$ cat src/rtl/bb_desc_pkg.sv
// ---------------------------------------------------------------------------
// bb_desc_pkg
// Shared definitions for the BBFRAME front end of the descrambler:
//   - sequencer state encoding (IDLE / RUN / GAP)
//   - DVB-S2 code rate index constants
//   - K_BCH tables for normal and short FECFRAMEs
//   - KBCH_INVALID sentinel used where a MODCOD does not exist
// ---------------------------------------------------------------------------
package bb_desc_pkg;

  typedef enum logic [1:0] {
    ST_IDLE = 2'd0,
    ST_RUN  = 2'd1,
    ST_GAP  = 2'd2
  } seq_state_e;

  // Code rate indices as presented on cfg_rate
  localparam logic [3:0] RATE_1_4  = 4'd0;
  localparam logic [3:0] RATE_1_3  = 4'd1;
  localparam logic [3:0] RATE_2_5  = 4'd2;
  localparam logic [3:0] RATE_1_2  = 4'd3;
  localparam logic [3:0] RATE_3_5  = 4'd4;
  localparam logic [3:0] RATE_2_3  = 4'd5;
  localparam logic [3:0] RATE_3_4  = 4'd6;
  localparam logic [3:0] RATE_4_5  = 4'd7;
  localparam logic [3:0] RATE_5_6  = 4'd8;
  localparam logic [3:0] RATE_8_9  = 4'd9;
  localparam logic [3:0] RATE_9_10 = 4'd10;
  localparam logic [3:0] RATE_MAX  = RATE_9_10;

  // A K_BCH of zero never describes a real frame, so it doubles as "no entry".
  localparam logic [15:0] KBCH_INVALID = 16'd0;

  // Smallest frame the sequencer can close (SOF beat plus one more bit).
  localparam logic [15:0] KBCH_MIN = 16'd2;

  // Tables are indexed by rate; entry 0 is the rightmost element.
  localparam logic [10:0][15:0] KBCH_NORMAL = {
    16'd58192, 16'd57472, 16'd53840, 16'd51648, 16'd48408, 16'd43040,
    16'd38688, 16'd32208, 16'd25728, 16'd21408, 16'd16008
  };

  // Short frames have no 9/10 code, hence the sentinel in the top slot.
  localparam logic [10:0][15:0] KBCH_SHORT = {
    KBCH_INVALID, 16'd14232, 16'd13152, 16'd12432, 16'd11712, 16'd10632,
    16'd9552,     16'd7032,  16'd6312,  16'd5232,  16'd3072
  };

endpackage

$ cat src/rtl/bb_kbch_lut.sv
// ---------------------------------------------------------------------------
// bb_kbch_lut
// Combinational K_BCH lookup from FECFRAME size and code rate.
// Ports:
//   frame_short  in   0 = normal FECFRAME, 1 = short
//   rate         in   code rate index 0..10
//   kbch         out  K_BCH, KBCH_INVALID when the MODCOD does not exist
//   valid        out  1 when kbch names a real MODCOD
// ---------------------------------------------------------------------------
module bb_kbch_lut
  import bb_desc_pkg::*;
(
  input  logic        frame_short,
  input  logic [3:0]  rate,
  output logic [15:0] kbch,
  output logic        valid
);

  always_comb begin
    kbch = KBCH_INVALID;
    if (rate <= RATE_MAX) begin
      kbch = frame_short ? KBCH_SHORT[rate] : KBCH_NORMAL[rate];
    end
    // Out-of-range rates and short 9/10 both land on the sentinel.
    valid = (kbch != KBCH_INVALID);
  end

endmodule

$ cat src/rtl/bb_frame_sequencer.sv
// ---------------------------------------------------------------------------
// bb_frame_sequencer
// Frame-level controller in front of the BB descrambler. Takes a bit-serial
// BBFRAME stream with an SOF marker, resolves K_BCH at SOF (lookup or test
// override), forwards bits with a one-cycle re-seed pulse on the first bit,
// closes the frame after exactly K_BCH bits and then holds off upstream for
// GAP_CYCLES cycles.
// Ports:
//   clk, rst                 clock / async active-high reset
//   s_bit, s_valid, s_sof    upstream beat, SOF qualified by s_valid
//   s_ready                  low only during the inter-frame gap
//   cfg_frame_short/rate     MODCOD used for the K_BCH lookup
//   cfg_override_en/kbch     test override of K_BCH
//   d_bit, d_valid           registered bit stream to the descrambler
//   d_kbch                   K_BCH of the current frame
//   d_frame_start            PRBS re-seed, with the first d_valid of a frame
//   frame_done               with the last d_valid of a frame
//   frame_cnt                completed frames, wrapping
//   err_modcod, err_trunc    bad config at SOF / SOF inside a frame
//   busy                     not idle
// ---------------------------------------------------------------------------
module bb_frame_sequencer
  import bb_desc_pkg::*;
#(
  parameter int GAP_CYCLES = 2,
  parameter int CNT_W      = 16
) (
  input  logic             clk,
  input  logic             rst,
  input  logic             s_bit,
  input  logic             s_valid,
  input  logic             s_sof,
  output logic             s_ready,
  input  logic             cfg_frame_short,
  input  logic [3:0]       cfg_rate,
  input  logic             cfg_override_en,
  input  logic [15:0]      cfg_override_kbch,
  output logic             d_bit,
  output logic             d_valid,
  output logic [15:0]      d_kbch,
  output logic             d_frame_start,
  output logic             frame_done,
  output logic [CNT_W-1:0] frame_cnt,
  output logic             err_modcod,
  output logic             err_trunc,
  output logic             busy
);

  localparam int GAP_W = $clog2(GAP_CYCLES + 1);

  seq_state_e        state, state_n;
  logic [CNT_W-1:0]  cnt, cnt_n;
  logic [GAP_W-1:0]  gap, gap_n;
  logic [15:0]       kbch_n;
  logic [CNT_W-1:0]  fcnt_n;
  logic              d_bit_n, d_valid_n, start_n, done_n, errm_n, errt_n;

  logic [15:0]       lut_kbch;
  logic              lut_valid;
  logic [15:0]       sof_kbch;
  logic              sof_ok;
  logic              accept;
  logic              take_sof;
  logic [CNT_W-1:0]  cnt_inc;
  logic [CNT_W-1:0]  kbch_cmp;

  bb_kbch_lut u_lut (
    .frame_short (cfg_frame_short),
    .rate        (cfg_rate),
    .kbch        (lut_kbch),
    .valid       (lut_valid)
  );

  // Config resolution happens every cycle but is only consumed on an SOF,
  // which is what makes mid-frame config changes harmless.
  assign sof_kbch = cfg_override_en ? cfg_override_kbch : lut_kbch;
  assign sof_ok   = cfg_override_en ? (cfg_override_kbch >= KBCH_MIN) : lut_valid;

  assign s_ready  = (state != ST_GAP);
  assign busy     = (state != ST_IDLE);
  assign accept   = s_valid & s_ready;
  assign cnt_inc  = cnt + CNT_W'(1);
  assign kbch_cmp = CNT_W'(d_kbch);

  always_comb begin
    state_n   = state;
    cnt_n     = cnt;
    gap_n     = gap;
    kbch_n    = d_kbch;
    fcnt_n    = frame_cnt;
    d_bit_n   = 1'b0;
    d_valid_n = 1'b0;
    start_n   = 1'b0;
    done_n    = 1'b0;
    errm_n    = 1'b0;
    errt_n    = 1'b0;
    take_sof  = 1'b0;

    case (state)
      ST_IDLE: begin
        // Non-SOF beats in IDLE are consumed and dropped.
        if (accept && s_sof) take_sof = 1'b1;
      end
      ST_RUN: begin
        if (accept) begin
          if (s_sof) begin
            // Truncated frame: report it, then restart from this beat.
            errt_n   = 1'b1;
            take_sof = 1'b1;
          end else begin
            d_valid_n = 1'b1;
            d_bit_n   = s_bit;
            cnt_n     = cnt_inc;
            if (cnt_inc == kbch_cmp) begin
              done_n  = 1'b1;
              fcnt_n  = frame_cnt + CNT_W'(1);
              gap_n   = GAP_W'(GAP_CYCLES);
              state_n = ST_GAP;
            end
          end
        end
      end
      ST_GAP: begin
        // s_ready is low for exactly GAP_CYCLES cycles.
        if (gap == GAP_W'(1)) begin
          gap_n   = '0;
          state_n = ST_IDLE;
        end else begin
          gap_n = gap - GAP_W'(1);
        end
      end
      default: state_n = ST_IDLE;
    endcase

    if (take_sof) begin
      if (sof_ok) begin
        kbch_n    = sof_kbch;
        d_valid_n = 1'b1;
        d_bit_n   = s_bit;
        start_n   = 1'b1;
        cnt_n     = CNT_W'(1);
        state_n   = ST_RUN;
      end else begin
        errm_n  = 1'b1;
        state_n = ST_IDLE;
      end
    end
  end

  always_ff @(posedge clk or posedge rst) begin
    if (rst) begin
      state         <= ST_IDLE;
      cnt           <= '0;
      gap           <= '0;
      d_kbch        <= '0;
      frame_cnt     <= '0;
      d_bit         <= 1'b0;
      d_valid       <= 1'b0;
      d_frame_start <= 1'b0;
      frame_done    <= 1'b0;
      err_modcod    <= 1'b0;
      err_trunc     <= 1'b0;
    end else begin
      state         <= state_n;
      cnt           <= cnt_n;
      gap           <= gap_n;
      d_kbch        <= kbch_n;
      frame_cnt     <= fcnt_n;
      d_bit         <= d_bit_n;
      d_valid       <= d_valid_n;
      d_frame_start <= start_n;
      frame_done    <= done_n;
      err_modcod    <= errm_n;
      err_trunc     <= errt_n;
    end
  end

endmodule
$ cat config.mk
export PLATFORM = sky130hd
export DESIGN_NAME = bb_frame_sequencer
export DESIGN_NICKNAME = d
export VERILOG_FILES = /design/src/rtl/bb_desc_pkg.sv /design/src/rtl/bb_kbch_lut.sv /design/src/rtl/bb_frame_sequencer.sv
export SDC_FILE = /design/constraint.sdc
export NUM_CORES = 1
export LEC_CHECK = 0
export ABC_AREA = 0
export CAP_MARGIN = 30
export CELL_PAD_IN_SITES_DETAIL_PLACEMENT = 0
export CELL_PAD_IN_SITES_GLOBAL_PLACEMENT = 2
export CORE_ASPECT_RATIO = 1.1
export CORE_MARGIN = 4
export CORE_UTILIZATION = 33
export DETAILED_ROUTE_END_ITERATION = 6
export MAX_ROUTING_LAYER = met4
export PLACE_DENSITY = 0.91
export SYNTH_ARGS = -nofsm -noshare
export SYNTH_HDL_FRONTEND = slang
export SYNTH_HIERARCHICAL = 1
export SYNTH_SLANG_ARGS = --single-unit
$ cat constraint.sdc
create_clock -name clk -period 3.1 [get_ports clk]
set_input_delay 0.465 -clock clk [delete_from_list [all_inputs] [get_ports clk]]
set_output_delay 0.465 -clock clk [all_outputs]
set_load 0.01 [all_outputs]
==> metrics.yaml <==
global_route:
  grt_max_degree: 33
  overflow: 0
  grt_pass1_wl_um: 18500
  grt_antenna_before_repair: 0
  grt_pass1_vias: 3714
  track_usage: 0.166
timing:
  slew_viol_final: 0
  timing.fmax_ghz: 0.345
  tightest_slew_ps: 504
  layout_setup_ws_ps: 202
  setup_viol: 0
  rsz0062_at_grt: "no"
  whs_ps: 443
  fin_crit_sh: 0.935
  period_needed_ps: 2900
  hold_violations: 0
  max_slew_margin: 0.663
  finClkSkew_ps: 7.98
  finalSetupTns_ps: 0
route:
  dr.pass1.iters: 5
  post_drt_via_cell_ratio: 5.24
  num_vias: 3614
  route.detailed.drc: 0
  wl_um: 11000
  antenna_left: 0
  drt_iter0_drc: 262
  routedWlPerCell_um: 15.9
worst_setup_path:
  cp.required_ps: 3350
  path_class: "reg -> reg"
  end_kind: "flop"
  worstSetupStartpointType: "flop"
  arrival_ps: 3150
  crit_fanout: 10
layout:
  final_area_um2: 5350
  fin_nets: 569
  n_antenna_cell: 0
  drive_above_1_share: 0.147
  seq_area_um2: 1450
  area_growth_pct: 31.6
  num-fill-cells: 1165
  multi_input_area_um2: 2380
yosys:
  syn_area_um2: 4070
  ys_ff_latch: 58
  syn_inst: 451
  synth.largest_area_cell: "dfrtp_1"
  yosysSeqAreaShare: 0.357
  synth_top_area_frac: 0.357
  yosysWarnings: 6
  synth.avg_cell_area_um2: 9.02
  ys_types: 68
  synth_area_leaders: "dfrtp_1 36%, xor2_1 5.8%, nand2_1 4.6%, mux2i_1 4.2%, xnor2_1 4.1%"
  synth_edf_count: 0
  async_reset_ff_frac: 1.00
  synth_ff_type: "dfrtp_1"
placement:
  hpwlAfterDp_um: 8560
  placed_area_um2: 5000
  dp_worst_setup_slack_ps: 42.7
  gp_congestion: 0.888
  io_buffers: 66
power_and_ir_drop:
  leakage_nw: 2.31
  ir_drop_mv: 0.283
  pwr-share-clk: 0.414
  combPwrFrac: 0.245
  p_sw_mw: 0.770
  powerDensity_nw_per_um2: 500
  internal-power_mw: 1.91
  power_frac_seq: 0.341
  swShare: 0.288
  power.total_mw: 2.68
floorplan:
  rows: 42
  dieArea_um2: 14200
  die_w_um: 114
  core-area_um2: 12000
  ios: 67
  fp.dieH_um: 124
  start_util: 0.338
clocking:
  root_buffer: "clkbuf_16"
  htree_levels: 3
  clkSinkCount: 58
  cts_tree: "yes"
  clock_latency_ps: 330
  cts_buffers: 9
  path_clk_slew_ps: 50
  cts_buffer_depth: 2
run:
  cap_violations: 0
worst_hold_path:
  hold_class: "in -> async"
status:
  outcome: "completed"
==> layer usage <==
| metal | global-route usage | vias up | share of wire |
|---|---|---|---|
| li1 | - | 1766 | - |
| met1 | 0.203 | 1728 | 0.43 |
| met2 | 0.272 | 104 | 0.50 |
| met3 | 0.0224 | 16 | 0.048 |
| met4 | 0.0727 | 0 | 0.023 |
| met5 | - | - | 0 |
==> cell usage after synthesis (8+ instances only) <==
| library cell | count |
|---|---|
| nand4_1 | 8 |
| clkbuf_1 | 10 |
| nand2b_1 | 10 |
| nor4_1 | 10 |
| nor3_1 | 9 |
| inv_1 | 10 |
| xor2_1 | 27 |
| xnor2_1 | 19 |
| a211oi_1 | 8 |
| dfrtp_1 | 58 |
| and3_1 | 8 |
| mux2i_1 | 17 |
| nand2_1 | 50 |
| buf_4 | 9 |
| a21oi_1 | 14 |
| nand3_1 | 15 |
| ha_1 | 11 |
| nor2_1 | 31 |
| o21ai_0 | 24 |
==> cells by family (layout without fill, tap and decap cells) <==
| kind of cell | count (synthesis) | after routing | share of synthesized area |
|---|---|---|---|
| adder cells (fa/ha/maj) | 11 | 11 | 0.0338 |
| AND/OR/NAND/NOR | 180 | 180 | 0.244 |
| AO/OA/AOI/OAI | 90 | 90 | 0.151 |
| other | 1 | 3 | 0.000922 |
| buffers and inverters | 45 | 128 | 0.0615 |
| flip-flops | 58 | 58 | 0.357 |
| multiplexers | 18 | 18 | 0.0455 |
| XOR/XNOR | 48 | 48 | 0.107 |
==> power groups by stage <==
stage	combinational, mW	clock, mW	sequential (mW)
after global placement	0.650	0	0.920
after CTS	0.664	1.13	0.912
after detailed placement	0.662	0	0.925
after floorplan	0.385	0	0.922
after global routing	0.735	1.17	0.922
final	0.657	1.11	0.912
==> layout make-up <==
cell class	count	area share
Inverter	12	0.00841
Sequential cell	58	0.271
Tap cell	154	0.0360
Multi-Input combinational cell	350	0.445
Timing Repair Buffer	100	0.176
Clock inverter	4	0.0136
Clock buffer	12	0.0498
==> worst max-delay path: stages, from the launching register on <==
cell and delay, ps:
dfrtp_1 460, nand3_2 210, or2_4 340, or4_4 540, xnor2_2 280, o211ai_4 210
buf_4 230, nor4b_1 350, xor2_1 190
==> through the flow <==
stage / std cells / utilization
after floorplan: 453 / -
after global placement: 673 / 0.415
after detailed placement: 673 / 0.415
after CTS: 689 / 0.443
after global routing: 690 / 0.445
final: 690 / 0.445
==> registers in the layout, indices dropped and copies added, names as in the netlist, 2 cells and up <==
name / cells
d_kbch: 16
frame_cnt: 16
gap: 2
cnt: 16
state: 2
==> layout by cell type (no fill, tap or decap), types with 15 or more instances in the layout <==
cell type and instances:
nand2_1 50, o21ai_0 24, nor2_1 31, xor2_1 27
xnor2_1 19, clkdlybuf4s50_1 66, dfrtp_1 58, mux2i_1 17
nand3_1 15, buf_4 32
==> final timing paths <==
kind / startpoint / endpoint / slack [ps] / depth (start not counted)
max: cnt[2] / frame_cnt[3] / 200 / 8
min: rst / frame_cnt[5] / 440 / 2
max reg2reg: cnt[2] / frame_cnt[3] / 200 / 8
min reg2reg: frame_cnt[15] / frame_cnt[15] / 470 / 1
max in group asynchronous: rst / cnt[13] / 2040 / 3
min in group clk: frame_cnt[15] / frame_cnt[15] / 470 / 1
==> repair_timing <==
item	4_1_cts	5_1_grt
setup buffers	0	1
setup endpoints to repair	0	17
hold buffers	0	0
gates resized for setup	0	2
Note: power is estimated with default switching activity, not from simulation.
